### src/rtl/sum_decoder.sv
// sum_decoder: recovers the per-cycle samples from a running-sum stream
// by differencing consecutive accumulator values modulo 2^SUM_W.
//
// Ports:
//   clk        clock
//   reset      synchronous, active-low reset
//   sum_valid  sum_in/wrap_in carry a new accumulator value this cycle
//   sum_in     running sum from the accumulator (SUM_W bits)
//   wrap_in    accumulator overflow flag for this sample
//   resync     accumulator was cleared; reference sum returns to 0
//   data_out   recovered sample (DATA_W bits)
//   data_valid one-cycle pulse, data_out is valid
//   range_err  sticky error: difference out of range or wrap mismatch
//   wrap_cnt   accumulator wraps seen, saturating at 255
//
// Build option: define SUM_DECODER_CHECK_EN to compile in the range and
// wrap-consistency checks and the ERR state. Without it range_err is 0
// and every accepted sample is output truncated to DATA_W bits.
module sum_decoder #(
    parameter int SUM_W  = 16,
    parameter int DATA_W = 8
) (
    input  logic              clk,
    input  logic              reset,
    input  logic              sum_valid,
    input  logic [SUM_W-1:0]  sum_in,
    input  logic              wrap_in,
    input  logic              resync,
    output logic [DATA_W-1:0] data_out,
    output logic              data_valid,
    output logic              range_err,
    output logic [7:0]        wrap_cnt
);

`ifdef SUM_DECODER_CHECK_EN
    typedef enum logic [1:0] {
        IDLE = 2'd0,
        RUN  = 2'd1,
        ERR  = 2'd2
    } state_t;
`else
    typedef enum logic {
        IDLE = 1'b0,
        RUN  = 1'b1
    } state_t;
`endif

    state_t           state;
    logic [SUM_W-1:0] prev;
    logic [SUM_W-1:0] base;
    logic [SUM_W-1:0] d;
    logic             accept;
    logic             wrap_inc;

    // prev is already 0 in IDLE; forcing the base keeps the first
    // difference independent of any stale register contents.
    assign base     = (state == IDLE) ? '0 : prev;
    assign d        = sum_in - base;
    assign wrap_inc = wrap_in && (wrap_cnt != 8'hFF);

`ifdef SUM_DECODER_CHECK_EN
    logic borrow;
    logic check_fail;
    logic err_q;

    assign accept     = sum_valid && (state != ERR);
    assign borrow     = (sum_in < base);
    // Reject a difference that does not fit in DATA_W bits, or an
    // overflow flag that disagrees with the observed borrow.
    assign check_fail = (d[SUM_W-1:DATA_W] != '0) ||
                        (wrap_in != borrow);
    assign range_err  = err_q;

    always_ff @(posedge clk) begin
        if (!reset) begin
            state      <= IDLE;
            prev       <= '0;
            data_out   <= '0;
            data_valid <= 1'b0;
            wrap_cnt   <= '0;
            err_q      <= 1'b0;
        end else if (resync) begin
            state      <= IDLE;
            prev       <= '0;
            data_valid <= 1'b0;
            wrap_cnt   <= '0;
            err_q      <= 1'b0;
        end else if (accept && check_fail) begin
            state      <= ERR;
            data_valid <= 1'b0;
            err_q      <= 1'b1;
        end else if (accept) begin
            state      <= RUN;
            prev       <= sum_in;
            data_out   <= d[DATA_W-1:0];
            data_valid <= 1'b1;
            if (wrap_inc) begin
                wrap_cnt <= wrap_cnt + 8'd1;
            end
        end else begin
            data_valid <= 1'b0;
        end
    end
`else
    // Upper difference bits only matter to the checks.
    logic unused_hi;

    assign accept    = sum_valid;
    assign unused_hi = ^d[SUM_W-1:DATA_W];
    assign range_err = 1'b0;

    always_ff @(posedge clk) begin
        if (!reset) begin
            state      <= IDLE;
            prev       <= '0;
            data_out   <= '0;
            data_valid <= 1'b0;
            wrap_cnt   <= '0;
        end else if (resync) begin
            state      <= IDLE;
            prev       <= '0;
            data_valid <= 1'b0;
            wrap_cnt   <= '0;
        end else if (accept) begin
            state      <= RUN;
            prev       <= sum_in;
            data_out   <= d[DATA_W-1:0];
            data_valid <= 1'b1;
            if (wrap_inc) begin
                wrap_cnt <= wrap_cnt + 8'd1;
            end
        end else begin
            data_valid <= 1'b0;
        end
    end
`endif

endmodule

### config.mk
export PLATFORM = sky130hd
export DESIGN_NAME = sum_decoder
export DESIGN_NICKNAME = d
export VERILOG_FILES = /design/src/rtl/sum_decoder.sv
export SDC_FILE = /design/constraint.sdc
export NUM_CORES = 1
export LEC_CHECK = 0
export BUFFER_PORTS_ARGS = -buffer_cell sky130_fd_sc_hd__buf_4
export CORE_MARGIN = 2
export CORE_UTILIZATION = 43
export DETAILED_ROUTE_END_ITERATION = 12
export PLACE_DENSITY = 0.7
export SLEW_MARGIN = 20
export SYNTH_ARGS = -nofsm -noshare
export SYNTH_HDL_FRONTEND = slang
export SYNTH_SLANG_ARGS = --single-unit
### constraint.sdc
create_clock -name clk -period 1.9 [get_ports clk]
set_input_delay 0.285 -clock clk [delete_from_list [all_inputs] [get_ports clk]]
set_output_delay 0.285 -clock clk [all_outputs]
set_load 0.01 [all_outputs]
==> results of run 1 <==
[flip-flops by register name (all words and copies together) (netlist names)]
name	count
wrap_cnt	8
data_valid	1
state	1
data_out	8
prev	8
[where the power goes]
group	total (mW)	internal [mW]	switching [mW]
clock	0.374	0.213	0.160
sequential	0.574	0.564	0.00928
combinational	0.177	0.0887	0.0884
[what timing repair did]
action                     CTS  global route
buffers inserted             0             1
resized for setup            0            10
setup endpoints to repair    0             4
[through the flow]
stage | cell area (um2) | power [mW] | setup slack [ns] | setup TNS (ns) | utilization [%]
final | 1770 | 1.12 | 0.104 | 0 | 57.9
after global routing | 1770 | 1.19 | -0.0140 | -0.0140 | 57.9
after CTS | 1710 | 1.13 | 0.0383 | 0 | 56.1
after detailed placement | 1660 | 0.750 | 0.0605 | 0 | 54.4
after global placement | 1660 | 0.747 | 0.0540 | 0 | 54.4
after floorplan | 1400 | 0.688 | 0.0327 | 0 | -
[how the worst min path moves through the flow]
stage	startpoint	cells after the start	end	slack [ns]
after floorplan	reset	2	data_valid$_SDFF_PP0_	0.42
after global placement	data_out[1]$_SDFFE_PN0P_	2	data_out[1]$_SDFFE_PN0P_	0.45
after detailed placement	data_out[7]$_SDFFE_PN0P_	2	data_out[7]$_SDFFE_PN0P_	0.48
after CTS	sum_in[2]	3	prev[2]$_SDFFE_PP0P_	0.20
after global routing	sum_in[0]	3	prev[0]$_SDFFE_PP0P_	0.21
final	sum_in[5]	3	prev[5]$_SDFFE_PP0P_	0.21
[cell usage after synthesis, drive strengths merged (4+ instances only)]
master	number
dfxtp	26
nand2	16
nor2	16
a21oi	9
mux2i	9
ha	8
nand3	7
o21ai	5
and2	4
and3	4
clkbuf	4
inv	4
o211ai	4
xor2	4
[routing by layer]
layer | share of wire (%) | up-vias
met2 | 47 | 22
li1 | - | 617
met4 | 2.4 | 0
met5 | 0 | -
met3 | 3.5 | 8
met1 | 47 | 556
[cell families after synthesis]
group	after synthesis
xor+xnor	6
mux	9
compound gates	30
other cells	1
flops	26
fa+ha+maj	9
buf+inv	11
simple gates	64
[layout by cell type (no fill, tap or decap), types with 4 or more instances in the layout]
cell,instances
o211ai_1,4
a21oi_1,6
mux2i_1,9
nand3_1,6
xor2_1,4
buf_4,34
nand2_1,15
ha_1,6
and2_1,4
inv_1,4
nor2_1,16
o21ai_0,4
and3_1,4
dfxtp_1,24
[worst max-delay path: stages, from the launching register on]
cell      delay, ns
dfxtp_2        0.35
and2_1         0.12
ha_1           0.16
inv_1          0.06
fa_2           0.36
a21o_4         0.24
a211oi_2       0.20
or3_1          0.14
nand4_1        0.08
[layout make-up]
class	instances	area [um2]	share of cell area [%]
clock inverter	1	30.0	1.70
timing repair buffer	34	255	14.4
sequential	26	523	29.6
clock buffer	3	22.5	1.27
tap	44	55.1	3.11
inverter	4	15.0	0.849
multi-input combinational	119	867	49.0
==> impl_metrics.tcl, run 1 <==
set metrics [dict create \
    dp.cells 226 \
    critPathCapture "data_out[6]$_SDFFE_PN0P_" \
    end_kind "flop" \
    yosys-top-cells-area "dfxtp_1 37%, ha_1 7.2%, mux2i_1 6.5%" \
    top_usage_layer "met2" \
    vias 1203 \
    syn_avg_cell_area_um2 8.90 \
    grt_first_pass_wirelength_um 4500 \
    synth-compound-area-share_pct 15.9 \
    cts.sinks 26 \
    cp_max_fo 2 \
    synth_top_family_by_area "simple AND/OR/NAND/NOR gates" \
    die-width_um 60.8 \
    synthesis.nets 186 \
    yosysUniqueCellTypes 42 \
    grt_util_met1_pct 20.1 \
    wire_per_inst_um 11.7 \
    portBuffers 29 \
    dieArea_um2 3700 \
    die_h_um 60.8 \
    r2r-start "state$_SDFFE_PP0P_" \
    finClkSkew_ns 0.00122 \
    start_kind "flop" \
    syn_area_um2 1390 \
    totalWireLength_um 2710 \
    rows 20 \
    cts_buffer_depth 2 \
    rr_worst_depth 8 \
    synth_xor_area_share_pct 3.78 \
    slew_headroom_pct 58.7 \
    ys_seq_elements 26 \
    ys.flop_type "dfxtp_1" \
    fin_crit_ns 1.80 \
    max_freq_mhz 557 \
    worst_pin_slew_ns 0.619 \
    drive_gt1_share_pct 28.3 \
    dr.pass1.iters 4 \
    antenna_found_initial 0 \
    yosysTopAreaCellShare_pct 37.5 \
    area_growth_pct 27.3 \
    critPathKind "reg -> reg" \
    hold_viol_final 0 \
    hold_ws_ns 0.208 \
    cellLeakagePower_nw 0.756 \
    cts-hold-fix-buffers 0 \
    avgViaCountPerCell 5.21 \
    core_um2 3050 \
    synth_cells 156 \
    drt_iter0_drc 27 \
    clk_latency_ns 0.32 \
    yosys_warnings 0 \
    grt_max_degree 18 \
    yosysTopAreaCell "dfxtp_1" \
    synth_seq_area_share_pct 37.5 \
    place_congestion 0.805 \
    detail-route-antenna-nets 0 \
    async_reset_ff_share_pct 0 \
    setup_viol 0 \
    synthMuxAreaShare_pct 6.49 \
    gr-usage-all-layers_pct 16.0 \
    clk_pin_slew_worst_paths_ns 0.14 \
    tritoncts "done" \
    finalNonFillerCells 231 \
    gr-usage-met2_pct 26.7 \
    peakVddDrop_v 0.000275 \
    reg2reg_to "data_out[6]$_SDFFE_PN0P_" \
    cts_buffers 3 \
    outcome "finished clean" \
    clockRootBuffer "clkbuf_4" \
    finalNetCount 218 \
    required_ns 2.11 \
    synth_edf_count 0 \
    worst-endpoint-arrival_ns 2.01 \
    io_pins 39 \
    nFillCells 288 \
    startpoint "state$_SDFFE_PP0P_" \
    htreeDepth 1 \
    min_period_over_period_pct 94.5 \
    regToRegSetupSlack_ns 0.10 \
    overflow 0 \
    grt_util_met3_pct 2.77 \
    drc 0 \
    start_util_pct 45.5 \
    diodes 0 \
    synth_fa_ha_area_share_pct 8.65 \
    yosys.area_share.simple_pct 23.9 \
    grt_pass1_vias 1085 \
    finalMaxSlewViolations 0 \
    hold_class "in -> reg" \
    dp_hpwl_um 2090 \
    power_density_nw_per_um2 636 \
    drv_cap 0 \
]
Note: power is estimated with default switching activity, not from simulation.
==> run 2, diff against run 1 <==
--- a/config.mk
+++ b/config.mk
@@ -6,10 +6,13 @@
 export NUM_CORES = 1
 export LEC_CHECK = 0
 export BUFFER_PORTS_ARGS = -buffer_cell sky130_fd_sc_hd__buf_4
+export CELL_PAD_IN_SITES_DETAIL_PLACEMENT = 0
+export CELL_PAD_IN_SITES_GLOBAL_PLACEMENT = 1
 export CORE_MARGIN = 2
-export CORE_UTILIZATION = 43
+export CORE_UTILIZATION = 34
 export DETAILED_ROUTE_END_ITERATION = 12
-export PLACE_DENSITY = 0.7
+export PLACE_DENSITY_LB_ADDON = 0.1
+export SKIP_LAST_GASP = 1
 export SLEW_MARGIN = 20
 export SYNTH_ARGS = -nofsm -noshare
 export SYNTH_HDL_FRONTEND = slang
==> run 2 against run 1 <==
Cell area grew 0.35%. Routed wire length grew 13%. Largest cell class unchanged. Clock power shrank 4%.
==> impl_metrics.tcl, run 2 (synthesis gave the netlist of run 1 again) <==
set metrics [dict create \
    die-width_um 67.9 \
    io_pins 39 \
    worst-path-buf-inv 1 \
    grt_util_met1_pct 21.0 \
    htreeDepth 1 \
    layout_common_cells "35 x buf_4, 25 x dfxtp_1, 16 x nand2_1, 16 x nor2_1, 9 x mux2i_1" \
    worst-endpoint-arrival_ns 1.95 \
    rsz0062_at_grt "true" \
    dpl_cell_area_um2 1680 \
    antenna_found_initial 0 \
    max_freq_mhz 552 \
    place_congestion 0.764 \
    cts_buffers 3 \
    critPathSlowestCell "fa_2" \
    drive_gt1_share_pct 28.2 \
    power_density_nw_per_um2 626 \
    gr-usage-met2_pct 22.2 \
    dieArea_um2 4610 \
    crit_family "adder cells" \
    r2r-start "state$_SDFFE_PP0P_" \
    clk_latency_ns 0.27 \
    vias 1183 \
    finish.utilization_pct 44.7 \
    drc 0 \
    grt_max_degree 18 \
    gr-usage-all-layers_pct 14.7 \
    reg_top3 "data_out (8), prev (8), wrap_cnt (8)" \
    min_period_over_period_pct 95.4 \
    cp_max_fo 3 \
    area_growth_pct 27.7 \
    grt_pass1_vias 1097 \
    setup_viol 0 \
    start_kind "flop" \
    reg2reg_to "data_out[6]$_SDFFE_PN0P_" \
    tritoncts "done" \
    wire_per_inst_um 12.9 \
    fin_crit_ns 1.81 \
    cp.depth 8 \
    hold_class "in -> reg" \
    detail-route-antenna-nets 0 \
    peakVddDrop_v 0.000250 \
    critPathCapture "data_out[6]$_SDFFE_PN0P_" \
    worst_pin_slew_ns 0.693 \
    dp_hpwl_um 2340 \
    max_stage_delay_ns 0.35 \
    finalNetCount 219 \
    top_usage_layer "met2" \
    rr_worst_depth 8 \
    postCtsSetupRepairBufs 0 \
    design_area_um2 1770 \
    dr.pass1.iters 4 \
    finClkSkew_ns 0.00566 \
    outcome "finished clean" \
    required_ns 2.04 \
    overflow 0 \
    layout_commonest_cell "buf_4" \
    clockRootBuffer "clkbuf_8" \
    cts_buffer_depth 2 \
    slew_headroom_pct 53.8 \
    regToRegSetupSlack_ns 0.09 \
    die_h_um 67.9 \
    grt_first_pass_wirelength_um 5110 \
    place_ws_ns 0.00337 \
    startpoint "state$_SDFFE_PP0P_" \
    totalWireLength_um 3060 \
    critPathKind "reg -> reg" \
    cellLeakagePower_nw 0.757 \
    avgViaCountPerCell 4.97 \
    end_kind "flop" \
    rows 23 \
    setup_slack_ns 0.0877 \
    path_cells "and2_1, ha_2, inv_1, fa_2, a21o_4, a211oi_2, or3_1, nand4_1" \
    clk_pin_slew_worst_paths_ns 0.09 \
    portBuffers 29 \
    cts.sinks 26 \
    drt_iter0_drc 80 \
    finalMaxSlewViolations 0 \
    diodes 0 \
    core_um2 3970 \
    grt_util_met3_pct 2.63 \
    hold_viol_final 0 \
    cts-hold-fix-buffers 0 \
    start_util_pct 35.0 \
    drv_cap 0 \
]
-- run 2: cell count changes in the layout (fill, tap and decap cells not counted), sizes merged --
cell and change:
buf +1, bufinv -1, clkbuf +1
-- run 2: stage by stage --
stage	instances	setup TNS, ns	power (mW)	hold WS (ns)
finish	238	0	1.11	0.257
global route	238	-0.0135	1.17	0.277
CTS	238	0	1.12	0.259
detailed placement	234	0	0.757	0.463
global placement	234	0	0.755	0.454
floorplan	156	0	0.688	0.420
-- run 2: worst min path at each step --
stage	cells after the start	start	slack [ns]	to
after floorplan	2	reset	0.42	data_valid$_SDFF_PP0_
after global placement	2	data_out[1]$_SDFFE_PN0P_	0.45	data_out[1]$_SDFFE_PN0P_
after detailed placement	2	data_out[1]$_SDFFE_PN0P_	0.46	data_out[1]$_SDFFE_PN0P_
after CTS	3	sum_in[2]	0.26	prev[2]$_SDFFE_PP0P_
after global routing	3	sum_in[0]	0.28	prev[0]$_SDFFE_PP0P_
final	3	sum_in[0]	0.26	prev[0]$_SDFFE_PP0P_
-- run 2: tightest hold or removal path: stages --
cell	delay, ns
buf_4	0.08
mux2i_1	0.05
nor2_1	0.07
-- run 2: per-layer routing --
metal / vias to the layer above / part of all wire, % / wire, um
li1: 618 / - / -
met1: 544 / 54 / 1650
met2: 17 / 42 / 1280
met3: 4 / 3.4 / 103
met4: 0 / 1.2 / 36
met5: - / 0 / 0
-- run 2: report_power, final --
part	internal, mW	switching (mW)
Sequential	0.564	0.00966
Clock	0.185	0.173
Combinational	0.0874	0.0913
Total	0.836	0.274
-- run 2: final cells by class --
class | count | area, um2
fillers | 404 | 2200
repair buffers | 35 | 263
clock buffers | 4 | 55.1
well taps | 50 | 62.6
flip-flops and latches | 26 | 522
inverters | 4 | 15.0
multi-input cells | 119 | 857
-- run 2: timing repair --
action | in CTS | in global routing
pin swaps | 1 | 3
gates resized for setup | 1 | 8
endpoints found under the setup margin | 1 | 3
